===== src/rtl/packet_switch_2x2_if.sv =====
// -----------------------------------------------------------------------------
// packet_switch_2x2_if
// Bundle of the four valid/ready streams around the 2x2 packet switch.
//   in1_* / in2_* : producer-side streams (valid, data, dest tag, ready)
//   out1_* / out2_*: consumer-side streams (valid, data, ready)
// Modports:
//   master : the environment (drives producer streams, consumer ready)
//   slave  : the switch itself
// -----------------------------------------------------------------------------
interface packet_switch_2x2_if #(
   parameter int WIDTH = 4
);
   logic             in1_valid;
   logic [WIDTH-1:0] in1_data;
   logic             in1_dest;
   logic             in1_ready;

   logic             in2_valid;
   logic [WIDTH-1:0] in2_data;
   logic             in2_dest;
   logic             in2_ready;

   logic             out1_valid;
   logic [WIDTH-1:0] out1_data;
   logic             out1_ready;

   logic             out2_valid;
   logic [WIDTH-1:0] out2_data;
   logic             out2_ready;

   modport master (
      output in1_valid, in1_data, in1_dest,
      input  in1_ready,
      output in2_valid, in2_data, in2_dest,
      input  in2_ready,
      input  out1_valid, out1_data,
      output out1_ready,
      input  out2_valid, out2_data,
      output out2_ready
   );

   modport slave (
      input  in1_valid, in1_data, in1_dest,
      output in1_ready,
      input  in2_valid, in2_data, in2_dest,
      output in2_ready,
      output out1_valid, out1_data,
      input  out1_ready,
      output out2_valid, out2_data,
      input  out2_ready
   );
endinterface


===== src/rtl/packet_switch_2x2.sv =====
// -----------------------------------------------------------------------------
// packet_switch_2x2
// Buffered 2x2 packet switch. Each input owns a one-entry holding buffer, each
// output owns a registered stage. A packet's dest tag selects out1 (0) or
// out2 (1); when both buffers want the same output a per-output round-robin
// pointer chooses the winner and then points at the loser.
// Ports:
//   clk  : clock, rising edge
//   rst  : synchronous active-high reset
//   bus  : packet_switch_2x2_if.slave - the in1/in2/out1/out2 streams
// -----------------------------------------------------------------------------
module packet_switch_2x2 #(
   parameter int WIDTH = 4
) (
   input  logic                clk,
   input  logic                rst,
   packet_switch_2x2_if.slave  bus
);

   // Input holding buffers
   logic             buf1_valid_q, buf1_valid_d;
   logic [WIDTH-1:0] buf1_data_q,  buf1_data_d;
   logic             buf1_dest_q,  buf1_dest_d;
   logic             buf2_valid_q, buf2_valid_d;
   logic [WIDTH-1:0] buf2_data_q,  buf2_data_d;
   logic             buf2_dest_q,  buf2_dest_d;

   // Output stages
   logic             out1_valid_q, out1_valid_d;
   logic [WIDTH-1:0] out1_data_q,  out1_data_d;
   logic             out2_valid_q, out2_valid_d;
   logic [WIDTH-1:0] out2_data_q,  out2_data_d;

   // Round-robin pointers: 0 favours in1, 1 favours in2
   logic             prio1_q, prio1_d;
   logic             prio2_q, prio2_d;

   logic req1_o1, req2_o1, req1_o2, req2_o2;
   logic load1, load2;
   logic g1_o1, g2_o1, g1_o2, g2_o2;
   logic grant1, grant2;
   logic in1_ready, in2_ready;
   logic acc1, acc2;

   assign req1_o1 = buf1_valid_q && !buf1_dest_q;
   assign req2_o1 = buf2_valid_q && !buf2_dest_q;
   assign req1_o2 = buf1_valid_q &&  buf1_dest_q;
   assign req2_o2 = buf2_valid_q &&  buf2_dest_q;

   assign load1 = !out1_valid_q || bus.out1_ready;
   assign load2 = !out2_valid_q || bus.out2_ready;

   // A lone requester wins outright; on a conflict the pointer decides.
   assign g1_o1 = load1 && req1_o1 && (!req2_o1 || !prio1_q);
   assign g2_o1 = load1 && req2_o1 && (!req1_o1 ||  prio1_q);
   assign g1_o2 = load2 && req1_o2 && (!req2_o2 || !prio2_q);
   assign g2_o2 = load2 && req2_o2 && (!req1_o2 ||  prio2_q);

   assign grant1 = g1_o1 || g1_o2;
   assign grant2 = g2_o1 || g2_o2;

   // A buffer being drained this cycle can be refilled in the same cycle.
   assign in1_ready = !rst && (!buf1_valid_q || grant1);
   assign in2_ready = !rst && (!buf2_valid_q || grant2);

   assign acc1 = bus.in1_valid && in1_ready;
   assign acc2 = bus.in2_valid && in2_ready;

   always_comb begin
      buf1_valid_d = buf1_valid_q;
      buf1_data_d  = buf1_data_q;
      buf1_dest_d  = buf1_dest_q;
      buf2_valid_d = buf2_valid_q;
      buf2_data_d  = buf2_data_q;
      buf2_dest_d  = buf2_dest_q;
      out1_valid_d = out1_valid_q;
      out1_data_d  = out1_data_q;
      out2_valid_d = out2_valid_q;
      out2_data_d  = out2_data_q;
      prio1_d      = prio1_q;
      prio2_d      = prio2_q;

      if (acc1) begin
         buf1_valid_d = 1'b1;
         buf1_data_d  = bus.in1_data;
         buf1_dest_d  = bus.in1_dest;
      end else if (grant1) begin
         buf1_valid_d = 1'b0;
      end

      if (acc2) begin
         buf2_valid_d = 1'b1;
         buf2_data_d  = bus.in2_data;
         buf2_dest_d  = bus.in2_dest;
      end else if (grant2) begin
         buf2_valid_d = 1'b0;
      end

      if (g1_o1) begin
         out1_valid_d = 1'b1;
         out1_data_d  = buf1_data_q;
      end else if (g2_o1) begin
         out1_valid_d = 1'b1;
         out1_data_d  = buf2_data_q;
      end else if (bus.out1_ready) begin
         out1_valid_d = 1'b0;
      end

      if (g1_o2) begin
         out2_valid_d = 1'b1;
         out2_data_d  = buf1_data_q;
      end else if (g2_o2) begin
         out2_valid_d = 1'b1;
         out2_data_d  = buf2_data_q;
      end else if (bus.out2_ready) begin
         out2_valid_d = 1'b0;
      end

      // Pointer moves to the loser only when a real conflict was resolved.
      if (load1 && req1_o1 && req2_o1) prio1_d = !prio1_q;
      if (load2 && req1_o2 && req2_o2) prio2_d = !prio2_q;
   end

   // Control state and output data: cleared on reset
   always_ff @(posedge clk) begin
      if (rst) begin
         buf1_valid_q <= 1'b0;
         buf2_valid_q <= 1'b0;
         out1_valid_q <= 1'b0;
         out2_valid_q <= 1'b0;
         out1_data_q  <= '0;
         out2_data_q  <= '0;
         prio1_q      <= 1'b0;
         prio2_q      <= 1'b0;
      end else begin
         buf1_valid_q <= buf1_valid_d;
         buf2_valid_q <= buf2_valid_d;
         out1_valid_q <= out1_valid_d;
         out2_valid_q <= out2_valid_d;
         out1_data_q  <= out1_data_d;
         out2_data_q  <= out2_data_d;
         prio1_q      <= prio1_d;
         prio2_q      <= prio2_d;
      end
   end

   // Buffer payload is only meaningful while its valid bit is set
   always_ff @(posedge clk) begin
      buf1_data_q <= buf1_data_d;
      buf1_dest_q <= buf1_dest_d;
      buf2_data_q <= buf2_data_d;
      buf2_dest_q <= buf2_dest_d;
   end

   assign bus.in1_ready  = in1_ready;
   assign bus.in2_ready  = in2_ready;
   assign bus.out1_valid = out1_valid_q;
   assign bus.out1_data  = out1_data_q;
   assign bus.out2_valid = out2_valid_q;
   assign bus.out2_data  = out2_data_q;

endmodule


===== src/flat_wrapper.sv =====
// flat-port wrapper written by rule: the top's interface ports become plain ports
module packet_switch_2x2_flat 
#(
   parameter int WIDTH = 4
)
  (clk, rst, bus_in1_valid, bus_in1_data, bus_in1_dest, bus_in1_ready, bus_in2_valid, bus_in2_data, bus_in2_dest, bus_in2_ready, bus_out1_valid, bus_out1_data, bus_out1_ready, bus_out2_valid, bus_out2_data, bus_out2_ready);
  packet_switch_2x2_if #(.WIDTH(WIDTH)) bus_i ();
  input  logic clk;
  input  logic rst;
  input wire logic [$bits(bus_i.in1_valid)-1:0] bus_in1_valid;
  input wire logic [$bits(bus_i.in1_data)-1:0] bus_in1_data;
  input wire logic [$bits(bus_i.in1_dest)-1:0] bus_in1_dest;
  output wire logic [$bits(bus_i.in1_ready)-1:0] bus_in1_ready;
  input wire logic [$bits(bus_i.in2_valid)-1:0] bus_in2_valid;
  input wire logic [$bits(bus_i.in2_data)-1:0] bus_in2_data;
  input wire logic [$bits(bus_i.in2_dest)-1:0] bus_in2_dest;
  output wire logic [$bits(bus_i.in2_ready)-1:0] bus_in2_ready;
  output wire logic [$bits(bus_i.out1_valid)-1:0] bus_out1_valid;
  output wire logic [$bits(bus_i.out1_data)-1:0] bus_out1_data;
  input wire logic [$bits(bus_i.out1_ready)-1:0] bus_out1_ready;
  output wire logic [$bits(bus_i.out2_valid)-1:0] bus_out2_valid;
  output wire logic [$bits(bus_i.out2_data)-1:0] bus_out2_data;
  input wire logic [$bits(bus_i.out2_ready)-1:0] bus_out2_ready;
  assign bus_i.in1_valid = bus_in1_valid;
  assign bus_i.in1_data = bus_in1_data;
  assign bus_i.in1_dest = bus_in1_dest;
  assign bus_in1_ready = bus_i.in1_ready;
  assign bus_i.in2_valid = bus_in2_valid;
  assign bus_i.in2_data = bus_in2_data;
  assign bus_i.in2_dest = bus_in2_dest;
  assign bus_in2_ready = bus_i.in2_ready;
  assign bus_out1_valid = bus_i.out1_valid;
  assign bus_out1_data = bus_i.out1_data;
  assign bus_i.out1_ready = bus_out1_ready;
  assign bus_out2_valid = bus_i.out2_valid;
  assign bus_out2_data = bus_i.out2_data;
  assign bus_i.out2_ready = bus_out2_ready;
  packet_switch_2x2 #(.WIDTH(WIDTH)) u_core (.clk(clk), .rst(rst), .bus(bus_i));
endmodule

===== config.mk =====
export PLATFORM = sky130hd
export DESIGN_NAME = packet_switch_2x2_flat
export DESIGN_NICKNAME = d
export VERILOG_FILES = /design/src/rtl/packet_switch_2x2_if.sv /design/src/rtl/packet_switch_2x2.sv /design/src/flat_wrapper.sv
export SDC_FILE = /design/constraint.sdc
export NUM_CORES = 1
export LEC_CHECK = 0
export ABC_AREA = 1
export BUFFER_PORTS_ARGS = -buffer_cell sky130_fd_sc_hd__buf_4
export CAP_MARGIN = 5
export CORE_MARGIN = 5
export CORE_UTILIZATION = 45
export CTS_BUF_LIST = sky130_fd_sc_hd__clkbuf_16
export CTS_CLUSTER_DIAMETER = 150
export CTS_CLUSTER_SIZE = 30
export DETAILED_ROUTE_END_ITERATION = 8
export HOLD_SLACK_MARGIN = 0.15
export PLACE_DENSITY = 0.81
export SYNTH_ARGS = -nofsm -noshare
export SYNTH_HDL_FRONTEND = slang
export SYNTH_SLANG_ARGS = --single-unit

===== constraint.sdc =====
create_clock -name clk -period 4.4 [get_ports clk]
set_input_delay 0.88 -clock clk [delete_from_list [all_inputs] [get_ports clk]]
set_output_delay 0.88 -clock clk [all_outputs]
set_load 0.005 [all_outputs]

==> Word-level counts from Yosys, hierarchy flattened <==
Cells that the tools add are included.
{ "op_classes": {"n_lt_le_gt_ge": 0, "n_mux": 14, "n_eq_ne": 0, "n_mul": 0, "bitwise_logic": 0, "n_reduce_logical": 47, "addsub": 0, "n_shift": 0, "n_div": 0} }
{ "op_table": {"columns": ["op", "n"], "rows": [
  ["$logic_and 1x1->1", 18],
  ["$mux 4", 4],
  ["$logic_not 1->1", 13],
  ["$logic_or 1x1->1", 10],
  ["$mux 1", 10],
  ["$reduce_bool 2->1", 4],
  ["$reduce_bool 3->1", 2]
]} }
{ "word_totals": {"n_memories": 0, "romBits": 0, "latch_bits": 0, "word_cells": 73, "out_inout_bits": 12, "register_bits": 24, "ram_bits": 0} }

==> Depth between registers and ports, before layout <==
Gate-level depths: netlist of the first run.
{ "depth": {"word_depth": 10, "ltp_mapped": 8, "depth_no_buf": 8} }

==> Least setup slack after synthesis of the first run <==
OpenSTA, ideal clock, no wires.
{ "synth_path": {"path_type": "input-to-output", "startpoint": "input port bus_out2_ready", "endpoint": "output port bus_in2_ready", "n_path_buf": 0, "setup_slack_ns": 2.088, "path_stages": 6, "arrival_ns": 1.432, "cell_sequence": "inv_1 nand2_1 nand3_4 nand3_2 nand2_2 inv_2"} }
{ "synth_between": {"elab_chain_len": 6} }
{ "synth_rtl": {"columns": ["item", "line_no", "text"], "rows": [
  ["from (decl)", "flat_wrapper.sv:23", "input wire logic [$bits(bus_i.out2_ready)-1:0] bus_out2_ready;"],
  ["$logic_or 1x1->1", "packet_switch_2x2.sv:51", "assign load2 = !out2_valid_q || bus.out2_ready;"],
  ["$logic_and 1x1->1 (2 in a row)", "packet_switch_2x2.sv:57", "assign g2_o2 = load2 && req2_o2 && (!req1_o2 || prio2_q);"],
  ["$logic_or 1x1->1", "packet_switch_2x2.sv:60", "assign grant2 = g2_o1 || g2_o2;"],
  ["$logic_or 1x1->1", "packet_switch_2x2.sv:64", "assign in2_ready = !rst && (!buf2_valid_q || grant2);"],
  ["$logic_and 1x1->1", "packet_switch_2x2.sv:64", null],
  ["to (decl)", "flat_wrapper.sv:17", "output wire logic [$bits(bus_i.in2_ready)-1:0] bus_in2_ready;"]
]} }
No other way between the ends.

==> Final worst setup path of the first run <==
{ "layout_path": {"startpoint": "input port bus_out2_ready", "endpoint": "output port bus_in1_ready"} }
{ "layout_between": {"elab_chain_len": 6} }
{ "layout_rtl": {"columns": ["item", "line_no", "text"], "rows": [
  ["$logic_or 1x1->1", "packet_switch_2x2.sv:51", null],
  ["$logic_and 1x1->1 (2 in a row)", "packet_switch_2x2.sv:56", "assign g1_o2 = load2 && req1_o2 && (!req2_o2 || !prio2_q);"],
  ["$logic_or 1x1->1", "packet_switch_2x2.sv:59", "assign grant1 = g1_o1 || g1_o2;"],
  ["$logic_or 1x1->1", "packet_switch_2x2.sv:63", "assign in1_ready = !rst && (!buf1_valid_q || grant1);"],
  ["$logic_and 1x1->1", "packet_switch_2x2.sv:63", null],
  ["to (decl)", "flat_wrapper.sv:13", "output wire logic [$bits(bus_i.in1_ready)-1:0] bus_in1_ready;"]
]} }
No other way between the ends.

==> summary by stage, run 1 <==
Timing
The worst hold slack after final layout is 0.5115 ns. The clock skew is roughly 0.0021 ns. The setup slack after layout is around 1.8 ns.

The top achievable clock speed is between 0.3 and 0.4 GHz. The worst pin sits at a relative slew slack of 69.25%. For the finished layout, the period the worst path requires is about 2.6 ns. Setup violations remaining at the end of the flow were counted as 0. The final number of hold-violating endpoints is 0.

The worst-margin pin slew is 0.4596 ns. The final-layout setup total negative slack is 0 ns. Setup repair after global routing left no endpoint under its margin.

Of the available clock period, the critical path in the final layout requires 59.27%. The final number of max-transition violations came to 0.

Clock tree
The later pin in the worst-skew pair is clocked with a latency of about 0.25 ns. The post-CTS setup buffer count is 0. The number of H-tree branching levels is 1.

The clock tree from TritonCTS is built. Counting every sink on the clock net gives 24. The number of hold buffers added after cts is 0. The maximum root-to-sink buffer count is 2. Clock-pin slew was measured on the worst setup and hold paths at ~0.06 ns. The clock root buffer is clkbuf_16. Counting the buffers created by CTS gives 3. The post-cts repair resize count is 0.

GRT
The number of global-route vias before repair came to approximately 950. The total routing resource utilization after global routing is between 10 and 15%. The maximum number of pins on one net before global-route repair is 14. The final global-route overflow total is 0. The first global-routing pass estimated a little over 4000 µm of wire. The number of antenna violations at the first check in global routing is 0.

Critical path
The arrival time reported for the critical path endpoint is between 1.5 and 2 ns. For the worst setup path, the data required time is ~3.5 ns. The startpoint class of the critical path is an input pin. Of all nets on the critical path, the largest fanout is 5. The nature of the critical path endpoint is an output port.

Among all stages on the critical path, the largest delay is contributed by nand2_1. The delay contributed by the slowest stage of the critical path is 0.17 ns. The type of the setup path with the least slack is input pin to output port. Traced cell by cell, the critical path runs through buf_4 -> inv_1 -> nand2_1 -> nand3_1 -> nand3_2 -> nand2_1 -> inv_1 -> buf_4.

Measured in cells, the most critical reg-to-reg path has a length of 5.

Route
For this run, design rule violations remaining after detail routing come to 0. The antenna violation net count after detailed routing is 0. The total wire length after detailed routing is 2427 µm. The number of search-and-repair iterations in the first detailed-routing pass is 4. In the final routed layout, each cell accounts on average for roughly 13 µm. In this run, the number of DRC markers left after iteration 0 of detailed routing was 26. The number of vias per cell after detailed routing is 5.124. The detailed-route via count is 989.

Power and ir drop
In this run the power density over the cells is 350.8 nW/µm². The reported leakage power is approximately 0.7 nW. The maximum ir drop on the vdd rail is roughly 0.25 mV. The total power is between 0.0005 and 0.0006 W.

Synth
The number of synthesized flops with an enable pin is 10. The synthesized cell area is 1196 µm². By area the synthesized netlist is led by edfxtp_1 25%, dfxtp_1 23%, nand3b_1 7.5%, nand2_1 5.6%, inv_1 5.3%. The number of standard cells after synthesis is roughly 130. The number of nets in the synthesized netlist is 150. The total of warnings raised by yosys is 0. nand2_1 is the most common cell in the netlist. The number of flip-flops and latches in the synthesized netlist is 24. For this run, the leading register cell type out of synthesis is dfxtp_1. The async set-reset flop share out of synthesis is 0%. The share of synthesized area in the top cell type comes to approximately a quarter. In the synthesized netlist, the cells that appear most often are 18 x nand2_1, 17 x inv_1, 14 x dfxtp_1. After synthesis, the mean cell area works out to just under 9 µm². The biggest area contributor in the post-synthesis netlist is edfxtp_1. Of the synthesized area, sequential elements account for between 40% and 50%. The synthesized netlist contains 22 unique library cells.

Floorplan
The standard cell core area is roughly 2500 µm². The effective utilization at floorplan is between 40% and 50%. The floorplan has 18 rows. The floorplan step defined a die boundary enclosing roughly 3800 µm². The y dimension of the die is just over 60 µm. The floorplan die width is 61.56 µm. The number of top-level design ports is 28.

Layout
At the end of the flow, the number of nets in the layout was 181. Cells with a size suffix above 1 make up 33.13% of the layout. The footprint of the multi-input gates is 500.5 µm². The number of antenna diodes is 0. The fill cell instance count of the final layout is ~220. Relative to the synthesized area, the layout overhead comes to 25.42%. The area taken by flip-flops and latches is between 500 and 600 µm².

Min path
The path type of the worst min-delay path is register to register. The worst hold path passes through 2 cells.

Placement
The port buffer count is 27. Routability-driven placement finished with a final weighted congestion of 0.7378. The post-DP HPWL is approximately 2000 µm. Timing analysis after detailed placement gives a worst setup slack of between 1.5 and 2 ns.

Job
Max-cap violations in this run came to 0.

Outcome
The flow ran to the end, and the final reports show no timing, DRC or antenna violations.
## per-layer routing
| metal | vias to the layer above | part of all wire, % | wire length [µm] | global-route usage, % |
|---|---|---|---|---|
| met5 | - | 0 | 0 | 0 |
| met4 | 0 | 2.3 | 55 | 6.364 |
| met3 | 7 | 5.9 | 143 | 2.516 |
| met2 | 38 | 53 | 1285 | 26.46 |
| met1 | 452 | 39 | 942 | 17.44 |
| li1 | 492 | - | - | - |
## logic make-up after synthesis
logic type / synth area share, %
DFF: 48.54
AOI/OAI and AO/OA: 3.242
buffers and inverters: 9.623
and+or+nand+nor: 38.60
## worst max-delay path, delay by kind of cell
| family | cells | cell delay, ns |
|---|---|---|
| buffers and inverters | 4 | 0.31 |
| and+or+nand+nor | 4 | 0.52 |
## cell type report
class	count	share of cell area, %
well taps	30	2.502
multi-input cells	83	33.36
inverters	26	6.922
flip-flops and latches	24	38.70
repair buffers	27	13.51
clock buffers	3	5.004
## where the power goes
group | internal, W | total, W | switching (W)
clock network | 0.000120 | 0.000190 | 0.0000695
logic | 0.0000390 | 0.0000802 | 0.0000412
registers | 0.000247 | 0.000257 | 0.00000967
total | 0.000406 | 0.000526 | 0.000120
## state kept, by name, indices dropped and copies added, names as in the netlist, 4 cells and up
register,flops
u_core.buf1_data_q,4
u_core.buf2_data_q,4
u_core.bus.out1_data,4
u_core.bus.out2_data,4
## final timing paths
kind / to / from / slack [ns]
hold / removal: u_core.prio2_q$_SDFFE_PP0P_ / u_core.prio2_q$_SDFFE_PP0P_ / 0.51
setup / recovery: bus_in1_ready / bus_out2_ready / 1.79
hold reg to reg: u_core.prio2_q$_SDFFE_PP0P_ / u_core.prio2_q$_SDFFE_PP0P_ / 0.51
setup reg to reg: u_core.buf1_data_q[1]$_DFFE_PP_ / u_core.buf1_dest_q$_DFFE_PP_ / 2.65
## placed cells by master (no fill, tap or decap), drive strengths merged
master,netlist,layout
clkbuf,0,3
inv,20,20
nand4,4,4
clkinv,6,6
buf,1,27
o21ai,3,3
nor2,14,14
nand3,18,18
nand3b,12,12
nand2,28,28
dfxtp,14,14
edfxtp,10,10
a21oi,4,4
## metrics by stage
step | std cells | util (%) | area [µm²]
2_1_floorplan | 134 | - | 1196
3_3_place_gp | 190 | 57.01 | 1425
3_5_place_dp | 190 | 57.01 | 1425
4_1_cts | 193 | 60.01 | 1500
5_1_grt | 193 | 60.01 | 1500
6_report | 193 | 60.01 | 1500
Power figures use the tool's default switching activity.
==> run 2, diff against run 1 <==
- PLACE_DENSITY: 0.81 -> 0.83
- clock period: 4.4 -> 2.3 ns (I/O delays scaled with it)
==> summary by stage, run 2 (synthesis gave the netlist of run 1 again) <==
Critical path
The critical path is of the register to output port type. The largest driver fanout on the critical path is 6. The top cell family by delay on the critical path is simple AND/OR/NAND/NOR gates. Walking the worst path, the cells encountered are nand3_1 -> nand3_1 -> nand3_2 -> nand2_1 -> inv_1 -> buf_4. The worst register-to-register path begins at u_core.buf1_dest_q$_DFFE_PP_. The worst setup path is captured at an output port.

The endpoint of the worst-slack reg-to-reg timing path is u_core.buf1_data_q[1]$_DFFE_PP_. The largest individual stage delay along the critical path comes from the cell dfxtp_1. Among the stages of the critical path, the cell type that occurs most often is nand3_1. The number of cells on the worst reg-to-reg path is 5. Data on the critical path is required at its endpoint by 1.84 ns.

The delay contributed by the slowest stage of the critical path is approximately 0.47 ns. The count of buffering cells on the critical path with inverters included is 2. At the worst endpoint, the arrival time is ~1.5 ns.

The setup slack on the worst flop-to-flop path is between 0.5 and 0.6 ns. The startpoint class of the critical path is a register.

Floorplan
The y dimension of the die is a little over 60 µm. The number of rows in the core area is 18. The floorplan step defined a die boundary enclosing between 3000 and 4000 µm². From left edge to right edge, the die measures 61.56 µm.

The standard cell core area is 2500 µm². For this configuration, the core starts out at a cell density of 47.85%. The number of top-level design ports is 28.

Layout
The number of antenna diodes is 0. The net count of the finished layout is around 180. The area growth from synthesis to layout is 25.42%. The library cell used most frequently in the layout, excluding fill and tap cells, is buf_4.

Of the cells placed in the final design, the portion with a size suffix greater than 1 is 33.13%. In the layout the commonest cells are 27 x buf_4, 18 x nand2_1, 17 x inv_1, 14 x dfxtp_1. The post-route core utilization is roughly three fifths.

Timing
Subtracting the final worst setup slack from the clock period gives roughly 1.9 ns. Setup violations remaining at the end of the flow were counted as 0. The top achievable clock speed is 0.5152 GHz. The clock skew is 0.002844 ns. The worst-margin pin slew is between 0.4 and 0.5 ns. The final number of max-transition violations is 0.

The final number of hold-violating endpoints is 0. In the post-route analysis, the smallest setup slack over all paths is about 0.36 ns. The relative max-transition margin is between 60 and 70%.

The fraction of the cycle the final worst path needs is between 80% and 90%. Setup repair after global routing left no endpoint under its margin. The final-layout setup total negative slack is 0 ns. The tightest hold path in the finished design has a slack of about 0.38 ns.

Route
The total wire length after detailed routing is roughly 2500 µm. Across all layers, the routed design uses 970 vias. For this block, the initial DRC count from the detailed router was 42. The antenna violation net count after detailed routing is 0. The first TritonRoute pass finished after 4 iterations. The number of remaining DRC errors is 0. The number of vias per cell after detailed routing is just over 5.

The wire length per cell after detailed routing is 12.76 µm.

Placement
Routability-driven placement finished with a final weighted congestion of 0.7526. Detailed placement finished with a half-perimeter wire length of 1983 µm. In this run the tool buffered the top-level ports with 27 buffer cells.

Before CTS, the worst setup slack after placement is 0.4804 ns.

Power and ir drop
The maximum ir drop on the vdd rail is 0.5238 mV. The cell area power density is 672.3 nW/µm². The total power is 0.001009 W.

The reported leakage power is ~0.70 nW.

Clock tree
In this run, post-CTS hold repair placed 0 buffers. The latest clock arrival within the worst-skew pair is ~0.25 ns. The TritonCTS buffer count is 3.

The CTS sink count is 24. The number of H-tree branching levels is 1. After clock tree synthesis, the repair step resized 0 gates. Once the clock tree was built, the setup fixing pass inserted 0 buffers.

The clock tree from TritonCTS is built. The maximum root-to-sink buffer count is 2. The tree is rooted in a clkbuf_16.

The clock-pin transition on the worst setup and hold timing paths is around 0.06 ns.

Min path
The path type of the worst min-delay path is input pin to register. The endpoint of the worst hold path is u_core.buf1_data_q[0]$_DFFE_PP_. Along the worst hold path, the cell count comes to 1.

The worst hold path startpoint is bus_in1_data[0].

GRT
The maximum number of pins on one net before global-route repair is 14. The first global-routing pass estimated ~3900 µm of wire. The number of global-route vias before repair was between 900 and 1,000. The final global-route overflow total is 0. The total routing resource utilization after global routing is between 10% and 20%.

The number of antenna violations at the first check in global routing is 0.

Outcome
The flow ran to the end, and the final reports show no timing, DRC or antenna violations.

Job
Max-cap violations in this run came to 0.
==> run 2: per-stage QoR <==
stage / instance area [µm²] / cells
finish: 1500 / 193
global route: 1500 / 193
CTS: 1500 / 193
detailed placement: 1425 / 190
global placement: 1425 / 190
floorplan: 1196 / 134
==> run 2: how the worst max path moves through the flow <==
stage,start,end,cells past startpoint
6_report,u_core.buf2_valid_q$_SDFFE_PP0P_,bus_in1_ready,6
3_5_place_dp,bus_out2_ready,u_core.buf1_data_q[3]$_DFFE_PP_,7
4_1_cts,u_core.buf2_valid_q$_SDFFE_PP0P_,bus_in1_ready,6
3_3_place_gp,bus_out2_ready,bus_in2_ready,8
5_1_grt,u_core.buf2_valid_q$_SDFFE_PP0P_,bus_in1_ready,6
2_1_floorplan,bus_out2_ready,u_core.buf1_data_q[0]$_DFFE_PP_,6
==> run 2: cell type report <==
class,count,area (µm²)
Fill cell,207,999.7
Sequential cell,24,580.6
Multi-Input combinational cell,83,500.5
Timing Repair Buffer,27,202.7
Inverter,26,103.9
Clock buffer,3,75.07
Tap cell,30,37.54
==> run 2: power by group <==
group / total, W / internal (W) / switching [W]
sequential: 0.000491 / 0.000472 / 0.0000187
combinational: 0.000153 / 0.0000746 / 0.0000782
clock: 0.000365 / 0.000230 / 0.000135
total: 0.00101 / 0.000777 / 0.000232
==> run 2: metal layers <==
| layer | vias to the layer above | routed length (µm) | global-route usage [%] |
|---|---|---|---|
| met2 | 42 | 1186 | 24.66 |
| met1 | 428 | 1029 | 16.67 |
| met5 | - | 0 | 0 |
| met3 | 6 | 202 | 4.403 |
| li1 | 494 | - | - |
| met4 | 0 | 43 | 5.455 |
==> run 3, diff against run 2 <==
- PLACE_DENSITY: 0.83 -> 0.81
- clock period: 2.3 -> 1.95 ns (I/O delays scaled with it)
==> summary by stage, run 3 (synthesis gave the netlist of run 1 again) <==
Timing
The top achievable clock speed is 0.5274 GHz. The final number of max-transition violations is 0. The worst hold slack after final layout is around 0.3 ns. The worst path needs 1.896 ns of the cycle, external delays included. The worst path uses 97.23% of the clock period.

In the post-route analysis, the smallest setup slack over all paths is around 0.054 ns. The final number of hold-violating endpoints came to 0. The relative max-transition margin is a little under three quarters. The clock skew is ~0.0022 ns. The final number of setup-violating endpoints is 0. Setup repair after global routing could not meet its margin everywhere. The worst-margin pin slew is between 0.4 and 0.5 ns.

Route
The initial DRC count is 21. The number of vias per cell after detailed routing is around 5.2. The number of search-and-repair iterations in the first detailed-routing pass is 4. The number of remaining DRC errors is 0. The routed layout has 1,008 vias. The antenna violation net count after detailed routing is 0. For this block, the routed nets add up to 2595 µm of wire. Dividing the detail-routed wire length by the instance count gives about 13 µm.

Clock tree
After clock tree synthesis, the clock-pin slew on the worst setup and hold paths is 0.06 ns. The number of hold buffers added after cts is 0. TritonCTS built the clock tree.

Once the clock tree was built, the resizer swapped 0 gates to a different size. The clock root buffer is clkbuf_16. The maximum root-to-sink buffer count is 2. Counting every sink on the clock net gives 24. The post-CTS setup buffer count is 0. The number of H-tree branching levels is 1. The TritonCTS buffer count is 3.

The later pin in the worst-skew pair is clocked with a latency of roughly 0.26 ns.

Floorplan
The standard cell core area is between 2000 and 2500 µm². The die covers between 3000 and 4000 µm². The y dimension of the die is around 62 µm.

The floorplan has 18 rows. In this run the count of I/O pins placed on the die edge is 28. The floorplan die width is ~62 µm.

The effective utilization at floorplan is 47.85%.

GRT
The number of antenna violations at the first check in global routing came to 0. The total routing resource utilization after global routing is ~16%. The global-route wire length before repair is 4319 µm. Global routing finished with a remaining overflow of 0. The number of global-route vias before repair came to approximately 990. The maximum number of pins on one net before global-route repair is 15.

Critical path
The critical path is of the register to output port type. The cell with the largest stage delay on the worst path is edfxtp_1. The nature of the critical path endpoint is an output port. Along the worst path, the maximum fanout reaches 6. The delay contributed by the slowest stage of the critical path is around 0.49 ns.

The worst setup path is launched from a register. The critical path goes through inv_1 -> nand3_4 -> nand3_4 -> nand3_2 -> nand2_1 -> inv_1 -> buf_4. Data on the critical path is required at its endpoint by around 1.6 ns. Data arrives at the worst endpoint at roughly 1.5 ns.

Layout
The library cell used most frequently in the layout, excluding fill and tap cells, is buf_4. Summing all non-filler instances in the final layout gives an area of 1546 µm². Cells with a size suffix above 1 make up about a third of the layout. After filler insertion, the fill cell instance count of the layout stands at slightly below 200. The net count of the finished layout is about 180.

The library cells used most frequently in the layout, excluding fill and tap cells, are 28 x buf_4, 18 x nand2_1, 17 x inv_1, 13 x dfxtp_1. The number of antenna diodes in the final layout is 0. The area growth from synthesis to layout is 29.29%.

Power and ir drop
Power spread over the standard cell area amounts to just under 900 nW/µm². The maximum ir drop on the vdd rail is 0.6379 mV. Summed over all cells, the static leakage comes to 0.7203 nW.

Placement
The congestion estimate from routability-driven global placement came to approximately 0.8. The worst-case setup slack after placement is 0.2310 ns. The post-DP HPWL is around 1900 µm.

After detailed placement, the total cell area comes to between 1000 and 1500 µm². Buffers placed on the I/O ports in this run total 27.

Min path
The worst hold path belongs to the class input pin to register.

Outcome
The flow ran to the end, and the final reports show no timing, DRC or antenna violations.

Job
The max-cap violation count is 0.
## run 3: final timing paths
check	end	slack [ns]	cells after the start	startpoint
setup / recovery	bus_in1_ready	0.05	7	u_core.buf2_dest_q$_DFFE_PP_
hold reg to reg	u_core.prio2_q$_SDFFE_PP0P_	0.50	2	u_core.prio2_q$_SDFFE_PP0P_
setup reg to reg	u_core.buf1_dest_q$_DFFE_PP_	0.20	5	u_core.buf2_dest_q$_DFFE_PP_
hold / removal	u_core.buf1_data_q[0]$_DFFE_PP_	0.31	1	bus_in1_data[0]
## run 3: report_power, final
part           switching [W]  leakage (nW)  internal [W]
Sequential         0.0000232         0.209      0.000557
Combinational      0.0000933         0.461     0.0000891
Clock               0.000172        0.0511      0.000408
## run 3: final cells by class
class / instances / area (µm²) / share of cell area, %
clock buffer: 3 / 75.07 / 4.854
clock inverter: 1 / 30.03 / 1.942
inverter: 26 / 103.9 / 6.715
multi-input combinational: 83 / 508.0 / 32.85
sequential: 24 / 581.8 / 37.62
tap: 30 / 37.54 / 2.427
timing repair buffer: 28 / 210.2 / 13.59
## run 3: layer usage
metal  up-vias  part of all wire [%]  global-route usage [%]
met1       464                    40                   18.38
met5         -                     0                       0
met3         7                   6.2                   2.935
met2        33                    52                   28.10
met4         0                   2.0                   6.364
li1        504                     -                       -
## run 3: metrics by stage
step                TNS (ns)  utilization, %  total power, W  instances
floorplan                  0               -       0.0006925        134
global placement           0           57.31       0.0007652        191
detailed placement         0           57.31       0.0007708        191
CTS                        0           61.51        0.001354        195
global route        -0.02161           61.86        0.001395        195
finish                     0           61.86        0.001343        195
## run 3: critical path, delay by kind of cell, from the launching register on
family	cells	cell delay (ns)
flip-flops	1	0.49
AND/OR/NAND/NOR	4	0.42
buffers and inverters	3	0.34
